`config.mk`:
```
export PLATFORM = sky130hd
export DESIGN_NAME = i2s_dac_tx
export DESIGN_NICKNAME = d
export VERILOG_FILES = /design/src/rtl/i2s_dac_tx.sv
export SDC_FILE = /design/constraint.sdc
export NUM_CORES = 1
export LEC_CHECK = 0
export ABC_AREA = 1
export CORE_MARGIN = 2
export CORE_UTILIZATION = 45
export DETAILED_ROUTE_END_ITERATION = 7
export DONT_BUFFER_PORTS = 1
export PLACE_DENSITY = 0.6
export RECOVER_POWER = 50
export SLEW_MARGIN = 20
export SYNTH_ARGS = -nofsm -noshare
export SYNTH_HDL_FRONTEND = slang
export SYNTH_SLANG_ARGS = --single-unit
export TNS_END_PERCENT = 100
```
`constraint.sdc`:
```
create_clock -name clock -period 5.05 [get_ports clock]
set_input_delay 0.7575 -clock clock [delete_from_list [all_inputs] [get_ports clock]]
set_output_delay 0.7575 -clock clock [all_outputs]
set_load 0.02 [all_outputs]
```
`src/rtl/i2s_dac_tx.sv`:
```
// -----------------------------------------------------------------------------
// i2s_dac_tx
//
// Parallel-in / serial-out transmitter for the codec DAC data line. Samples are
// taken over a valid/ready handshake into a one-word holding register. Each
// rising edge of DACLRC loads the held word into a shift register, which is
// then sent MSB first on DACDAT, one bit per BCLK falling edge. BCLK and DACLRC
// are driven by the codec and are oversampled in the system clock domain, so
// the system clock must run at least 4x the BCLK rate.
//
// Parameters
//   DATA_W       bits per frame word shifted out
//   SYNC_STAGES  synchronizer flops on bclk and daclrc (minimum 2)
//   CNT_W        width of the saturating underrun counter
//
// Ports
//   clock           in   system clock
//   reset_n         in   asynchronous active-low reset
//   bclk            in   codec bit clock (asynchronous to clock)
//   daclrc          in   codec DAC frame clock (asynchronous to clock)
//   din             in   sample word to transmit
//   din_valid       in   din holds a valid word
//   din_ready       out  holding register can accept a word
//   dacdat          out  serial data to codec, MSB first
//   busy            out  word shift in progress
//   frame_done      out  one-cycle pulse when the last bit of a word is driven
//   underrun        out  one-cycle pulse when a frame starts with nothing held
//   underrun_count  out  saturating count of underruns
// -----------------------------------------------------------------------------
module i2s_dac_tx #(
    parameter int DATA_W      = 32,
    parameter int SYNC_STAGES = 2,
    parameter int CNT_W       = 8
) (
    input  logic              clock,
    input  logic              reset_n,
    input  logic              bclk,
    input  logic              daclrc,
    input  logic [DATA_W-1:0] din,
    input  logic              din_valid,
    output logic              din_ready,
    output logic              dacdat,
    output logic              busy,
    output logic              frame_done,
    output logic              underrun,
    output logic [CNT_W-1:0]  underrun_count
);

    localparam int BCNT_W = $clog2(DATA_W + 1);
    localparam int WARM_W = $clog2(SYNC_STAGES + 1);

    typedef enum logic [1:0] {
        IDLE     = 2'd0,
        WAIT_LRC = 2'd1,
        SHIFT    = 2'd2
    } state_t;

    // -------------------------------------------------------------------------
    // Saturating increment for the underrun counter.
    // -------------------------------------------------------------------------
    function automatic logic [CNT_W-1:0] sat_inc(input logic [CNT_W-1:0] v);
        if (&v) begin
            return v;
        end
        return v + CNT_W'(1);
    endfunction

    // -------------------------------------------------------------------------
    // Input synchronizers and edge detection
    // -------------------------------------------------------------------------
    logic [SYNC_STAGES-1:0] bclk_sync_q;
    logic [SYNC_STAGES-1:0] lrc_sync_q;
    logic                   bclk_prev_q;
    logic                   lrc_prev_q;
    logic                   bclk_cur;
    logic                   lrc_cur;
    logic                   bclk_fall;
    logic                   lrc_rise;

    always_ff @(posedge clock or negedge reset_n) begin
        if (!reset_n) begin
            bclk_sync_q <= '0;
            lrc_sync_q  <= '0;
            bclk_prev_q <= 1'b0;
            lrc_prev_q  <= 1'b0;
        end else begin
            bclk_sync_q <= {bclk_sync_q[SYNC_STAGES-2:0], bclk};
            lrc_sync_q  <= {lrc_sync_q[SYNC_STAGES-2:0], daclrc};
            bclk_prev_q <= bclk_cur;
            lrc_prev_q  <= lrc_cur;
        end
    end

    assign bclk_cur  = bclk_sync_q[SYNC_STAGES-1];
    assign lrc_cur   = lrc_sync_q[SYNC_STAGES-1];
    assign bclk_fall = bclk_prev_q & ~bclk_cur;
    assign lrc_rise  = ~lrc_prev_q & lrc_cur;

    // -------------------------------------------------------------------------
    // Synchronizer warm-up. The synchronizer resets to 0, which is not the pad
    // level; IDLE must not treat that reset value as "daclrc is low", or a
    // reset released mid-frame would see a false rising edge a few clocks
    // later. Hold off the IDLE exit until the chain has been filled from the
    // pad.
    // -------------------------------------------------------------------------
    logic [WARM_W-1:0] warm_q;
    logic              warm_done;

    assign warm_done = (warm_q == WARM_W'(SYNC_STAGES));

    always_ff @(posedge clock or negedge reset_n) begin
        if (!reset_n) begin
            warm_q <= '0;
        end else if (!warm_done) begin
            warm_q <= warm_q + WARM_W'(1);
        end
    end

    // -------------------------------------------------------------------------
    // Holding register
    // -------------------------------------------------------------------------
    state_t              state_q;
    logic [DATA_W-1:0]   hold_q;
    logic [DATA_W-1:0]   hold_d;
    logic                hold_full_q;
    logic                hold_full_d;
    logic                accept;
    logic                load;

    assign accept = din_valid & ~hold_full_q;
    // A frame start is honoured only once the FSM has found a frame boundary.
    assign load   = lrc_rise & (state_q != IDLE);

    // The load samples hold_full_q, not the incoming word: there is no bypass,
    // so a word accepted in the load cycle stays held for the next frame.
    always_comb begin
        hold_d      = hold_q;
        hold_full_d = hold_full_q;
        if (load) begin
            hold_full_d = 1'b0;
        end
        if (accept) begin
            hold_d      = din;
            hold_full_d = 1'b1;
        end
    end

    always_ff @(posedge clock) begin
        hold_q <= hold_d;
    end

    always_ff @(posedge clock or negedge reset_n) begin
        if (!reset_n) begin
            hold_full_q <= 1'b0;
        end else begin
            hold_full_q <= hold_full_d;
        end
    end

    assign din_ready = ~hold_full_q;

    // -------------------------------------------------------------------------
    // Transmit state machine with registered outputs
    // -------------------------------------------------------------------------
    logic [DATA_W-1:0] shreg_q;
    logic [BCNT_W-1:0] bit_cnt_q;
    logic              dacdat_q;
    logic              busy_q;
    logic              frame_done_q;
    logic              underrun_q;
    logic [CNT_W-1:0]  underrun_cnt_q;

    always_ff @(posedge clock or negedge reset_n) begin
        if (!reset_n) begin
            state_q        <= IDLE;
            shreg_q        <= '0;
            bit_cnt_q      <= '0;
            dacdat_q       <= 1'b0;
            busy_q         <= 1'b0;
            frame_done_q   <= 1'b0;
            underrun_q     <= 1'b0;
            underrun_cnt_q <= '0;
        end else begin
            frame_done_q <= 1'b0;
            underrun_q   <= 1'b0;
            case (state_q)
                IDLE: begin
                    // Wait for a low DACLRC so that a partial frame in flight
                    // at reset release is skipped.
                    if (warm_done && !lrc_cur) begin
                        state_q <= WAIT_LRC;
                    end
                end

                WAIT_LRC, SHIFT: begin
                    if (lrc_rise) begin
                        // Frame start (or resync mid-word). A coincident BCLK
                        // fall is consumed here, so no bit is driven this cycle.
                        state_q   <= SHIFT;
                        busy_q    <= 1'b1;
                        bit_cnt_q <= BCNT_W'(DATA_W);
                        if (hold_full_q) begin
                            shreg_q <= hold_q;
                        end else begin
                            shreg_q        <= '0;
                            underrun_q     <= 1'b1;
                            underrun_cnt_q <= sat_inc(underrun_cnt_q);
                        end
                    end else if (bclk_fall) begin
                        if (state_q == SHIFT) begin
                            dacdat_q  <= shreg_q[DATA_W-1];
                            shreg_q   <= {shreg_q[DATA_W-2:0], 1'b0};
                            bit_cnt_q <= bit_cnt_q - BCNT_W'(1);
                            if (bit_cnt_q == BCNT_W'(1)) begin
                                frame_done_q <= 1'b1;
                                busy_q       <= 1'b0;
                                state_q      <= WAIT_LRC;
                            end
                        end else begin
                            // Between frames the line idles low.
                            dacdat_q <= 1'b0;
                        end
                    end
                end

                default: begin
                    state_q <= IDLE;
                end
            endcase
        end
    end

    assign dacdat         = dacdat_q;
    assign busy           = busy_q;
    assign frame_done     = frame_done_q;
    assign underrun       = underrun_q;
    assign underrun_count = underrun_cnt_q;

endmodule
```
==> summary.txt <==
Status: completed
Required time of the critical path: 5290 ps
Vias after detailed routing: 2,541
Post-route ant nets: 0
Pin count of the biggest net entering global routing: 67
Port buffer count: 0
Die width: 99.7 µm
Core box area: 8810 µm²
Logic gate share of total power: 0.283
Hold buffer count at CTS: 0
Crit Path Max Fanout: 66
Clock Sinks: 93
Hold Slack: 81.7 ps
Gate Count Post-Synth: 408
Peak VDD IR: 0.000208 V
WP buf/inv: 3
Ports: 50
Placer's final routability congestion estimate: 0.812
Slew headroom: 0.478
Detailed Route WL: 6.78 mm
CP Class: reg -> reg
Vias in the first global route: 2,445
Post-synthesis sequential area ratio: 0.604
Skew-Pair Late Insertion Delay: 360 ps
Clock Skew: 10.8 ps
Clock period minus worst slack: 2070 ps
Flop pwr share: 0.489
Post-synthesis area per instance: 10.1 µm²
Crit path top cell by count: nand2_4
# DRC: 0
Clk pwr share: 0.229
Worst-path clk slew: 100 ps
Max clock buf depth: 2
RSZ-0062 raised after global routing: no
Number of setup buffers added after CTS: 0
Final setup violation count: 0
Final Hold Viols: 0
# diodes: 0
Number of fill cells: 799
Final #Nets: 448
TritonCTS clock tree: done
#FFs+latches synth: 93
Crit-path cells: inv_1 > nand2_4 > inv_6 > nand2_4 > nand2_4 > inv_2 > nand2_1 > o21ai_0
Gr ovfl total: 0
Starting Density: 0.468
Placed insts: 501
Antenna violations before repair: 0
Yosys cell types: 25
Area Growth Syn to Fin: 5.80%
H-tree depth: 3
Total power per unit cell area: 514 nW/µm²
Crit path largest cell delay: 610 ps
Setup TNS: 0 ps
Syn Nets: 452
Post-route insts no fill: 517
Final Cycle Share: 0.411
First-pass GRT wire length: 11.8 mm
Share of layout cells above drive strength 1: 0.134
Top delay family on crit path: simple AND/OR/NAND/NOR gates
Worst path slowest cell: nand2_4
DRT iter0 DRCs: 110
Placement Cell Area: 4150 µm²
Psw: 0.000790 W
Warnings, synthesis: 0
CTS Root Cell: clkbuf_8
CP Capture Type: flip-flop
DRT Pass-1 Iters: 4
DPL Wire Length: 4.21 mm
Post_cts resized: 0
Num CTS Buffers: 9
CP startpoint kind: flip-flop
DR vias/cell: 4.91
Lkg Pwr: 1.89 nW
Design area: 4360 µm²
Internal power: 0.00145 W
Total of max-cap violations: 0
WL per Instance: 13.1 µm
Arr. time, crit path: 2310 ps
GRT Util Overall: 0.151
Slew Viols, Final: 0
Sw Share: 0.353
Rows: 34
Max Freq: 482 MHz
Worst min path class: in -> async
Synth Cell Area: 4120 µm²
Slew at the pin with the worst max-slew slack: 783 ps
Vertical die dimension: 99.7 µm
Die area: 9930 µm²
==> cell usage in the layout (no fill, tap or decap), drive strengths merged <==
cell and instances:
o21ai 74, inv 61, clkinvlp 1, buf 2, edfxtp 32, a21oi 1, nand2 94, nand4 3
xnor2 5, o22ai 2, bufinv 1, ha 7, clkbuf 9, dfrtp 61, clkinv 2, or2 1
nor2 9, nand3 44
==> worst reg2reg max path, delay by kind of cell, from the launching register on <==
kind,cells,cell delay (ps)
AO/OA/AOI/OAI,1,80
buffers and inverters,3,570
flip-flops,1,370
AND/OR/NAND/NOR,4,930
==> through the flow <==
stage          setup slack (ps)  utilization  total power [W]
6_report                   2980        0.495          0.00224
5_1_grt                    2680        0.495          0.00242
2_1_floorplan              3100            -          0.00165
3_3_place_gp               3030        0.471          0.00173
3_5_place_dp               2950        0.471          0.00175
4_1_cts                    2940        0.495          0.00227
==> layout make-up <==
cell class	instances	area, µm²	share of cell area
Clock inverter	7	82.6	0.0189
Tap cell	108	135	0.0310
Clock buffer	9	124	0.0284
Multi-Input combinational cell	240	1290	0.296
Timing Repair Buffer	2	15.0	0.00345
Inverter	58	223	0.0511
Sequential cell	93	2490	0.571
==> Yosys cell counts <==
cell | number | area share
o21ai_0 | 41 | 0.050
nand4_1 | 3 | 0.0046
clkbuf_1 | 3 | 0.0027
inv_2 | 2 | 0.0018
o22ai_1 | 2 | 0.0030
nand2_4 | 4 | 0.011
buf_2 | 7 | 0.0085
edfxtp_1 | 32 | 0.23
inv_6 | 1 | 0.0021
or2_2 | 1 | 0.0015
nor2_4 | 1 | 0.0027
o21ai_2 | 26 | 0.055
dfrtp_1 | 61 | 0.37
xnor2_1 | 5 | 0.011
nor2_1 | 6 | 0.0055
buf_4 | 1 | 0.0018
inv_1 | 55 | 0.050
ha_1 | 7 | 0.021
nor2_2 | 2 | 0.0030
nand2_1 | 90 | 0.082
o21ai_1 | 7 | 0.0085
a21oi_1 | 1 | 0.0012
clkbuf_4 | 1 | 0.0018
nand3_1 | 44 | 0.053
buf_6 | 5 | 0.014
==> sequential cells by signal, summed over array words and instances, names as in the netlist, 2 cells and up <==
signal and cells:
underrun_count 8, bit_cnt_q 6, bclk_sync_q 2, lrc_sync_q 2, state_q 2, shreg_q 32
hold_q 32, warm_q 2
==> power by group through the flow <==
stage / Combinational [W] / Clock [W] / Sequential, W
final: 0.000634 / 0.000513 / 0.00110
after detailed placement: 0.000642 / 0 / 0.00111
after CTS: 0.000643 / 0.000534 / 0.00110
after global placement: 0.000619 / 0 / 0.00111
after floorplan: 0.000563 / 0 / 0.00109
after global routing: 0.000741 / 0.000557 / 0.00112
==> cell families after synthesis <==
family	count (synthesis)	share of synthesized area
flip-flops	93	0.604
XOR/XNOR	5	0.0106
AND/OR/NAND/NOR	151	0.164
adder cells (fa/ha/maj)	7	0.0213
buffers and inverters	75	0.0826
AO/OA/AOI/OAI	77	0.118
==> metal layers <==
metal / routed length, µm / GRT usage / share of wire
met1: 3300 / 0.211 / 0.49
met2: 3120 / 0.226 / 0.46
met4: 104 / 0.0537 / 0.015
met5: 0 / 0 / 0
met3: 253 / 0.0464 / 0.037
==> worst paths after layout <==
path / from / to / slack [ps] / cells past startpoint
setup / recovery: lrc_prev_q$_DFF_PN0_ / bit_cnt_q[0]$_DFFE_PN0P_ / 2980 / 8
hold / removal: reset_n / shreg_q[11]$_DFFE_PN0P_ / 80 / 0
setup reg to reg: lrc_prev_q$_DFF_PN0_ / bit_cnt_q[0]$_DFFE_PN0P_ / 2980 / 8
hold reg to reg: bclk_sync_q[0]$_DFF_PN0_ / bclk_sync_q[1]$_DFF_PN0_ / 360 / 0
max in group asynchronous: reset_n / shreg_q[6]$_DFFE_PN0P_ / 4860 / 0
min in group clock: bclk_sync_q[0]$_DFF_PN0_ / bclk_sync_q[1]$_DFF_PN0_ / 360 / 0
(Power assumes the default switching activity.)
